===== src/rtl/jedro_1_decoder_pipe.sv =====
// jedro_1_decoder_pipe: RV32I/RV32E instruction decoder with a registered
// valid/ready output stage (main register plus optional skid register).
//
// Ports:
//   clk_i, rst_i                 clock, asynchronous active-high reset
//   instr_valid_i/instr_rdata_i  fetch word handshake, instr_ready_o back-pressure
//   flush_i                      discard every buffered entry
//   illegal_clr_i                clear the sticky illegal flag
//   dec_valid_o/dec_ready_i      decoded entry handshake
//   dec_*                        decoded fields of the entry in the main register
//   illegal_sticky_o             an illegal entry left the decoder since the last clear
module jedro_1_decoder_pipe #(
    parameter bit RVE     = 1'b0,
    parameter bit SKID_EN = 1'b1
) (
    input  logic                              clk_i,
    input  logic                              rst_i,
    input  logic                              instr_valid_i,
    input  logic [31:0]                       instr_rdata_i,
    output logic                              instr_ready_o,
    input  logic                              flush_i,
    input  logic                              illegal_clr_i,
    output logic                              dec_valid_o,
    input  logic                              dec_ready_i,
    output logic [3:0]                        dec_alu_op_o,
    output logic                              dec_reg_a_o,
    output logic                              dec_reg_b_o,
    output logic [(RVE ? 4 : 5)-1:0]          dec_rs1_addr_o,
    output logic [(RVE ? 4 : 5)-1:0]          dec_rs2_addr_o,
    output logic [(RVE ? 4 : 5)-1:0]          dec_rd_addr_o,
    output logic                              dec_rd_we_o,
    output logic [31:0]                       dec_imm_o,
    output logic                              dec_lsu_en_o,
    output logic [3:0]                        dec_lsu_ctrl_o,
    output logic                              dec_branch_o,
    output logic                              dec_jump_o,
    output logic                              dec_illegal_o,
    output logic                              illegal_sticky_o
);

    localparam int unsigned RAW = RVE ? 4 : 5;

    localparam logic [6:0] OPC_LOAD     = 7'b0000011;
    localparam logic [6:0] OPC_MISC_MEM = 7'b0001111;
    localparam logic [6:0] OPC_OP_IMM   = 7'b0010011;
    localparam logic [6:0] OPC_AUIPC    = 7'b0010111;
    localparam logic [6:0] OPC_STORE    = 7'b0100011;
    localparam logic [6:0] OPC_OP       = 7'b0110011;
    localparam logic [6:0] OPC_LUI      = 7'b0110111;
    localparam logic [6:0] OPC_BRANCH   = 7'b1100011;
    localparam logic [6:0] OPC_JALR     = 7'b1100111;
    localparam logic [6:0] OPC_JAL      = 7'b1101111;
    localparam logic [6:0] OPC_SYSTEM   = 7'b1110011;

    typedef struct packed {
        logic [3:0]     alu_op;
        logic           reg_a;
        logic           reg_b;
        logic [RAW-1:0] rs1;
        logic [RAW-1:0] rs2;
        logic [RAW-1:0] rd;
        logic           rd_we;
        logic [31:0]    imm;
        logic           lsu_en;
        logic [3:0]     lsu_ctrl;
        logic           branch;
        logic           jump;
        logic           illegal;
    } dec_t;

    dec_t main_q;
    dec_t skid_q;
    dec_t dec_c;
    logic main_vld_q;
    logic skid_vld_q;
    logic live_q;
    logic sticky_q;
    logic in_fire;
    logic out_fire;

    // Combinational decode of the incoming fetch word.
    always_comb begin
        logic [6:0]  opcode;
        logic [2:0]  funct3;
        logic [6:0]  funct7;
        logic [31:0] imm_i;
        logic [31:0] imm_s;
        logic [31:0] imm_b;
        logic [31:0] imm_u;
        logic [31:0] imm_j;
        logic        writes_rd;
        logic        ill;

        opcode    = instr_rdata_i[6:0];
        funct3    = instr_rdata_i[14:12];
        funct7    = instr_rdata_i[31:25];
        imm_i     = {{20{instr_rdata_i[31]}}, instr_rdata_i[31:20]};
        imm_s     = {{20{instr_rdata_i[31]}}, instr_rdata_i[31:25], instr_rdata_i[11:7]};
        imm_b     = {{19{instr_rdata_i[31]}}, instr_rdata_i[31], instr_rdata_i[7],
                     instr_rdata_i[30:25], instr_rdata_i[11:8], 1'b0};
        imm_u     = {instr_rdata_i[31:12], 12'b0};
        imm_j     = {{11{instr_rdata_i[31]}}, instr_rdata_i[31], instr_rdata_i[19:12],
                     instr_rdata_i[20], instr_rdata_i[30:21], 1'b0};
        writes_rd = 1'b0;
        ill       = 1'b0;

        dec_c     = '0;
        dec_c.rs1 = instr_rdata_i[15 +: RAW];
        dec_c.rs2 = instr_rdata_i[20 +: RAW];
        dec_c.rd  = instr_rdata_i[7 +: RAW];

        case (opcode)
            OPC_LUI, OPC_AUIPC: begin
                dec_c.imm = imm_u;
                writes_rd = 1'b1;
            end
            OPC_JAL: begin
                dec_c.imm  = imm_j;
                dec_c.jump = 1'b1;
                writes_rd  = 1'b1;
            end
            OPC_JALR: begin
                dec_c.imm   = imm_i;
                dec_c.reg_a = 1'b1;
                dec_c.jump  = 1'b1;
                writes_rd   = 1'b1;
                ill         = (funct3 != 3'b000);
            end
            OPC_BRANCH: begin
                dec_c.imm    = imm_b;
                dec_c.reg_a  = 1'b1;
                dec_c.reg_b  = 1'b1;
                dec_c.branch = 1'b1;
                ill          = (funct3 == 3'b010) || (funct3 == 3'b011);
            end
            OPC_LOAD: begin
                dec_c.imm      = imm_i;
                dec_c.reg_a    = 1'b1;
                dec_c.lsu_en   = 1'b1;
                dec_c.lsu_ctrl = {1'b0, funct3};
                writes_rd      = 1'b1;
                ill            = (funct3 == 3'b011) || (funct3 == 3'b110) || (funct3 == 3'b111);
            end
            OPC_STORE: begin
                dec_c.imm      = imm_s;
                dec_c.reg_a    = 1'b1;
                dec_c.reg_b    = 1'b1;
                dec_c.lsu_en   = 1'b1;
                dec_c.lsu_ctrl = {1'b1, funct3};
                ill            = (funct3 > 3'b010);
            end
            OPC_OP_IMM: begin
                dec_c.imm    = imm_i;
                dec_c.reg_a  = 1'b1;
                dec_c.alu_op = {(funct3 == 3'b101) ? instr_rdata_i[30] : 1'b0, funct3};
                writes_rd    = 1'b1;
                // Only the shift encodings constrain the upper immediate bits.
                if (funct3 == 3'b001) begin
                    ill = (funct7 != 7'b0000000);
                end else if (funct3 == 3'b101) begin
                    ill = (funct7 != 7'b0000000) && (funct7 != 7'b0100000);
                end
            end
            OPC_OP: begin
                dec_c.reg_a  = 1'b1;
                dec_c.reg_b  = 1'b1;
                dec_c.alu_op = {instr_rdata_i[30], funct3};
                writes_rd    = 1'b1;
                if (funct7 == 7'b0100000) begin
                    ill = (funct3 != 3'b000) && (funct3 != 3'b101);
                end else begin
                    ill = (funct7 != 7'b0000000);
                end
            end
            OPC_MISC_MEM, OPC_SYSTEM: begin
            end
            // Also catches instr[1:0] != 2'b11, since every base opcode ends in 11.
            default: ill = 1'b1;
        endcase

        // RV32E has only x0..x15: bit 4 of any register field in use is illegal.
        if (RVE && ((dec_c.reg_a && instr_rdata_i[19]) ||
                    (dec_c.reg_b && instr_rdata_i[24]) ||
                    (writes_rd   && instr_rdata_i[11]))) begin
            ill = 1'b1;
        end

        dec_c.rd_we   = writes_rd && (instr_rdata_i[11:7] != 5'd0);
        dec_c.illegal = ill;
        if (ill) begin
            dec_c.rd_we  = 1'b0;
            dec_c.lsu_en = 1'b0;
            dec_c.branch = 1'b0;
            dec_c.jump   = 1'b0;
        end
    end

    // live_q keeps ready low while in reset and until the first edge after it.
    assign instr_ready_o = live_q && (SKID_EN ? !skid_vld_q : (!main_vld_q || dec_ready_i));
    assign in_fire       = instr_valid_i && instr_ready_o;
    assign out_fire      = main_vld_q && dec_ready_i;

    // Output buffer: main register feeds dec_*, skid catches one word while main stalls.
    always_ff @(posedge clk_i or posedge rst_i) begin
        if (rst_i) begin
            main_q     <= '0;
            skid_q     <= '0;
            main_vld_q <= 1'b0;
            skid_vld_q <= 1'b0;
            live_q     <= 1'b0;
            sticky_q   <= 1'b0;
        end else begin
            live_q <= 1'b1;

            if (out_fire && main_q.illegal && !flush_i) begin
                sticky_q <= 1'b1;
            end else if (illegal_clr_i) begin
                sticky_q <= 1'b0;
            end

            if (flush_i) begin
                main_vld_q <= 1'b0;
                skid_vld_q <= 1'b0;
            end else if (SKID_EN) begin
                if (!main_vld_q || out_fire) begin
                    // Main is free this cycle; skid is older than any new word.
                    if (skid_vld_q) begin
                        main_q     <= skid_q;
                        main_vld_q <= 1'b1;
                        skid_vld_q <= 1'b0;
                    end else if (in_fire) begin
                        main_q     <= dec_c;
                        main_vld_q <= 1'b1;
                    end else begin
                        main_vld_q <= 1'b0;
                    end
                end else if (in_fire) begin
                    skid_q     <= dec_c;
                    skid_vld_q <= 1'b1;
                end
            end else begin
                if (in_fire) begin
                    main_q     <= dec_c;
                    main_vld_q <= 1'b1;
                end else if (out_fire) begin
                    main_vld_q <= 1'b0;
                end
            end
        end
    end

    assign dec_valid_o      = main_vld_q;
    assign dec_alu_op_o     = main_q.alu_op;
    assign dec_reg_a_o      = main_q.reg_a;
    assign dec_reg_b_o      = main_q.reg_b;
    assign dec_rs1_addr_o   = main_q.rs1;
    assign dec_rs2_addr_o   = main_q.rs2;
    assign dec_rd_addr_o    = main_q.rd;
    assign dec_rd_we_o      = main_q.rd_we;
    assign dec_imm_o        = main_q.imm;
    assign dec_lsu_en_o     = main_q.lsu_en;
    assign dec_lsu_ctrl_o   = main_q.lsu_ctrl;
    assign dec_branch_o     = main_q.branch;
    assign dec_jump_o       = main_q.jump;
    assign dec_illegal_o    = main_q.illegal;
    assign illegal_sticky_o = sticky_q;

endmodule


===== config.mk =====
export PLATFORM = sky130hd
export DESIGN_NAME = jedro_1_decoder_pipe
export DESIGN_NICKNAME = d
export VERILOG_FILES = /design/src/rtl/jedro_1_decoder_pipe.sv
export SDC_FILE = /design/constraint.sdc
export NUM_CORES = 1
export LEC_CHECK = 0
export BUFFER_PORTS_ARGS = -buffer_cell sky130_fd_sc_hd__buf_2
export CAP_MARGIN = 30
export CORE_UTILIZATION = 30
export CTS_BUF_LIST = sky130_fd_sc_hd__clkbuf_2
export DETAILED_ROUTE_END_ITERATION = 16
export PLACE_DENSITY = 0.52
export SLEW_MARGIN = 20
export SYNTH_ARGS = -nofsm -noshare
export SYNTH_HDL_FRONTEND = slang
export SYNTH_SLANG_ARGS = --single-unit

===== constraint.sdc =====
create_clock -name clk_i -period 3.9 [get_ports clk_i]
set_clock_uncertainty 0.15 [all_clocks]
set_input_delay 0.39 -clock clk_i [delete_from_list [all_inputs] [get_ports clk_i]]
set_output_delay 0.39 -clock clk_i [all_outputs]
set_load 0.01 [all_outputs]

==> implementation parameters <==
Parameter                              Value

Route
  Final ANT Viol Nets ... 0
  Total wire length after detailed routing ... 16.7 mm
  Vias post-DR ... 5,119
  Via density per instance ... 4.94
  Starting DRC count in detailed routing ... 313
  DR pass1 iterations ... 5
  Total DRC errors in the routed layout ... 0
  Routed wirelength normalized by instance count ... 16.1 um

Layout
  Number of fillers in the final layout ... 1,928
  Final Util ... 0.381
  Share of layout cells above drive strength 1 ... 0.210
  Net total in the final layout ... 800
  Cell area after layout ... 7220 um2
  Area added between synthesis and finish ... 22.6%

Critical path
  Highest net fanout along the worst path ... 23
  CP arrival ... 3.02 ns
  Critical Path Sink Type ... flip-flop
  Worst setup SP type ... flip-flop
  Logic depth of the worst register-to-register path ... 5
  CP Class ... reg2reg
  CP Data Required Time ... 4.31 ns

GRT
  Antenna violations before repair ... 1
  Pin count of the biggest net entering global routing ... 70
  Number of global-route vias before repair ... 4,910
  Global-route wire length before repair ... 26.7 mm
  Global routing's busiest layer ... met2
  Met2 track utilization from global routing ... 0.270
  GRT Residual Overflow ... 0
  Global Route met1 Usage ... 0.236
  Met3 track demand over resource ... 0.0431
  GR Util All Layers ... 0.171

Clocking
  CTS Sinks ... 128
  Clock input transition at the sequential cells of the worst setup and hold paths ... 0.20 ns
  Maximum level of the CTS H-tree ... 4
  Postcts setup bufs ... 0
  CTS tree ... yes
  Cells resized by post-CTS repair ... 0
  Library cell used as clock root buffer ... sky130_fd_sc_hd__clkbuf_2
  Number of buffers inserted by hold repair at cts ... 36
  TritonCTS Buffers ... 17
  Clock latency reported for the late side of the worst-skew pair ... 0.67 ns
  Longest Clk Path Bufs ... 2

Floorplanning
  Core ar. ... 19,000 um2
  Starting Density ... 0.311
  Floorplan die height ... 142 um
  Row count ... 50
  Horiz. Die Dim ... 142 um
  Number of top-level design ports ... 103
  Die area ... 20,200 um2

Synthesis
  Number of warnings reported in the yosys synthesis log ... 0
  Register area share after synthesis ... 0.544
  Leading post-synthesis cells by cell area ... sky130_fd_sc_hd__dfrtp_1 (54%), sky130_fd_sc_hd__nand2_1 (10%), sky130_fd_sc_hd__o21ai_0 (5.1%), sky130_fd_sc_hd__a21oi_1 (4.4%), sky130_fd_sc_hd__mux2i_1 (2.7%)
  List of most frequent post-synthesis cells ... sky130_fd_sc_hd__nand2_1 (158), sky130_fd_sc_hd__dfrtp_1 (128), sky130_fd_sc_hd__o21ai_0 (60)
  Post-synth cell types ... 53
  Seq cells post-synth ... 128
  Most common cell in the synthesized netlist ... sky130_fd_sc_hd__nand2_1
  Post-synthesis instance area ... 5890 um2
  Most area-hungry cell type in the Yosys netlist ... sky130_fd_sc_hd__dfrtp_1
  Nets in the synthesized netlist ... 679
  Async S/R FF share, synth ... 1.00
  Number of flops mapped to enable cells by yosys ... 0
  Per-instance average area after synthesis ... 9.19 um2
  Post-synth top flop ... sky130_fd_sc_hd__dfrtp_1
  Instance count of the mapped netlist ... 641
  Top cell type's share of synthesized area ... 0.544

STA
  Shortest period the worst path allows ... 2.61 ns
  Final-report setup violation count ... 0
  Count of final max-slew check failures ... 0
  Achievable Freq ... 384 MHz
  Post-route setup TNS ... 0 ns
  Final worst path period share ... 0.669
  Least-Margin Pin Slew ... 0.827 ns
  Final number of hold-violating endpoints ... 0
  Post-route worst setup slack ... 1.29 ns
  Unrepaired setup endpoints after global routing ... no
  Worst rel slew slack ... 0.447

Placed design
  Final estimated routing congestion in global placement ... 0.819
  Port Buf Inserts ... 102
  Half-perimeter wire length after placement ... 11.0 mm
  Placed standard-cell area ... 6580 um2
  Pre-CTS setup slack ... 0.972 ns

Run status
  Result of the run ... complete, no violations

Worst hold path
  Worst min-delay path category ... in2reg
  Worst hold stages ... 6

Pwr
  Areal power density over the cells ... 398 nW/um2
  Peak ir drop on the vdd network ... 0.000272 V
  Leakage power summed over all cells ... 3.29 nW

Job
  Number of max-cap violations ... 0
## layout make-up
type	instances	area, um2	share of cell area
multi-input cells	463	2460	0.341
well taps	260	325	0.0450
inverters	4	18.8	0.00260
diodes	1	2.50	0.000347
repair buffers	148	966	0.134
clock buffers	20	100	0.0139
flip-flops and latches	128	3200	0.444
clock inverters	12	143	0.0198
## registers in the layout, indices dropped and copies added (netlist names), 4 cells and up
name / flops
dec_rs2_addr_o: 5
dec_lsu_ctrl_o: 4
dec_alu_op_o: 4
skid_q: 62
dec_rd_addr_o: 5
dec_rs1_addr_o: 5
dec_imm_o: 32
## report_power, final
part | leakage, nW | internal [mW] | switching (mW)
combinational | 1.47 | 0.196 | 0.270
clock | 0.153 | 0.358 | 0.492
sequential | 1.67 | 1.48 | 0.0803
## cell usage in the layout (no fill, tap or decap), types with 14 or more instances in the layout
cell,instances
sky130_fd_sc_hd__nand2_1,158
sky130_fd_sc_hd__dfrtp_1,127
sky130_fd_sc_hd__buf_2,102
sky130_fd_sc_hd__o21ai_0,60
sky130_fd_sc_hd__a21oi_1,52
sky130_fd_sc_hd__dlygate4sd3_1,36
sky130_fd_sc_hd__nor2_1,35
sky130_fd_sc_hd__nand3_1,30
sky130_fd_sc_hd__clkbuf_2,20
sky130_fd_sc_hd__mux2i_1,16
sky130_fd_sc_hd__o211ai_1,15
sky130_fd_sc_hd__or3_1,14
## routing by layer
layer,wire (um),vias to the layer above
met3,933,5
met2,7870,157
li1,-,2462
met1,7870,2495
met5,0,-
met4,59,0
## worst max-delay path, cell delays in order (launching register included)
cell and delay (ns):
sky130_fd_sc_hd__dfrtp_2 0.45, sky130_fd_sc_hd__inv_1 0.58, sky130_fd_sc_hd__nand2_1 0.53, sky130_fd_sc_hd__a21oi_1 0.39, sky130_fd_sc_hd__clkbuf_4 0.29, sky130_fd_sc_hd__a21oi_1 0.09
## logic make-up after synthesis
family	synth area share
AO/OA/AOI/OAI	0.164
XOR/XNOR	0.00149
buffers and inverters	0.0408
flip-flops	0.544
multiplexers	0.0386
other	0.000636
AND/OR/NAND/NOR	0.210
## worst paths after layout
path                                       start       endpoint  slack, ns
worst max-delay path                  skid_vld_q  dec_imm_o[23]       1.29
worst min-delay path            instr_rdata_i[1]     skid_q[56]       0.11
worst max register to register        skid_vld_q  dec_imm_o[23]       1.29
worst min register to register        skid_q[56]     skid_q[56]       0.35
max in group asynchronous                  rst_i     skid_q[15]       2.73
min in group asynchronous                  rst_i      skid_q[7]       0.15
## stage by stage
step	hold WS, ns	cells	power, mW
after global routing	0.0469	1036	3.04
after global placement	0.305	965	2.01
after CTS	0.0319	1033	2.91
final	0.113	1036	2.87
after detailed placement	0.312	965	2.02
after floorplan	0.289	641	1.82
Note: power is estimated with default switching activity, not from simulation.
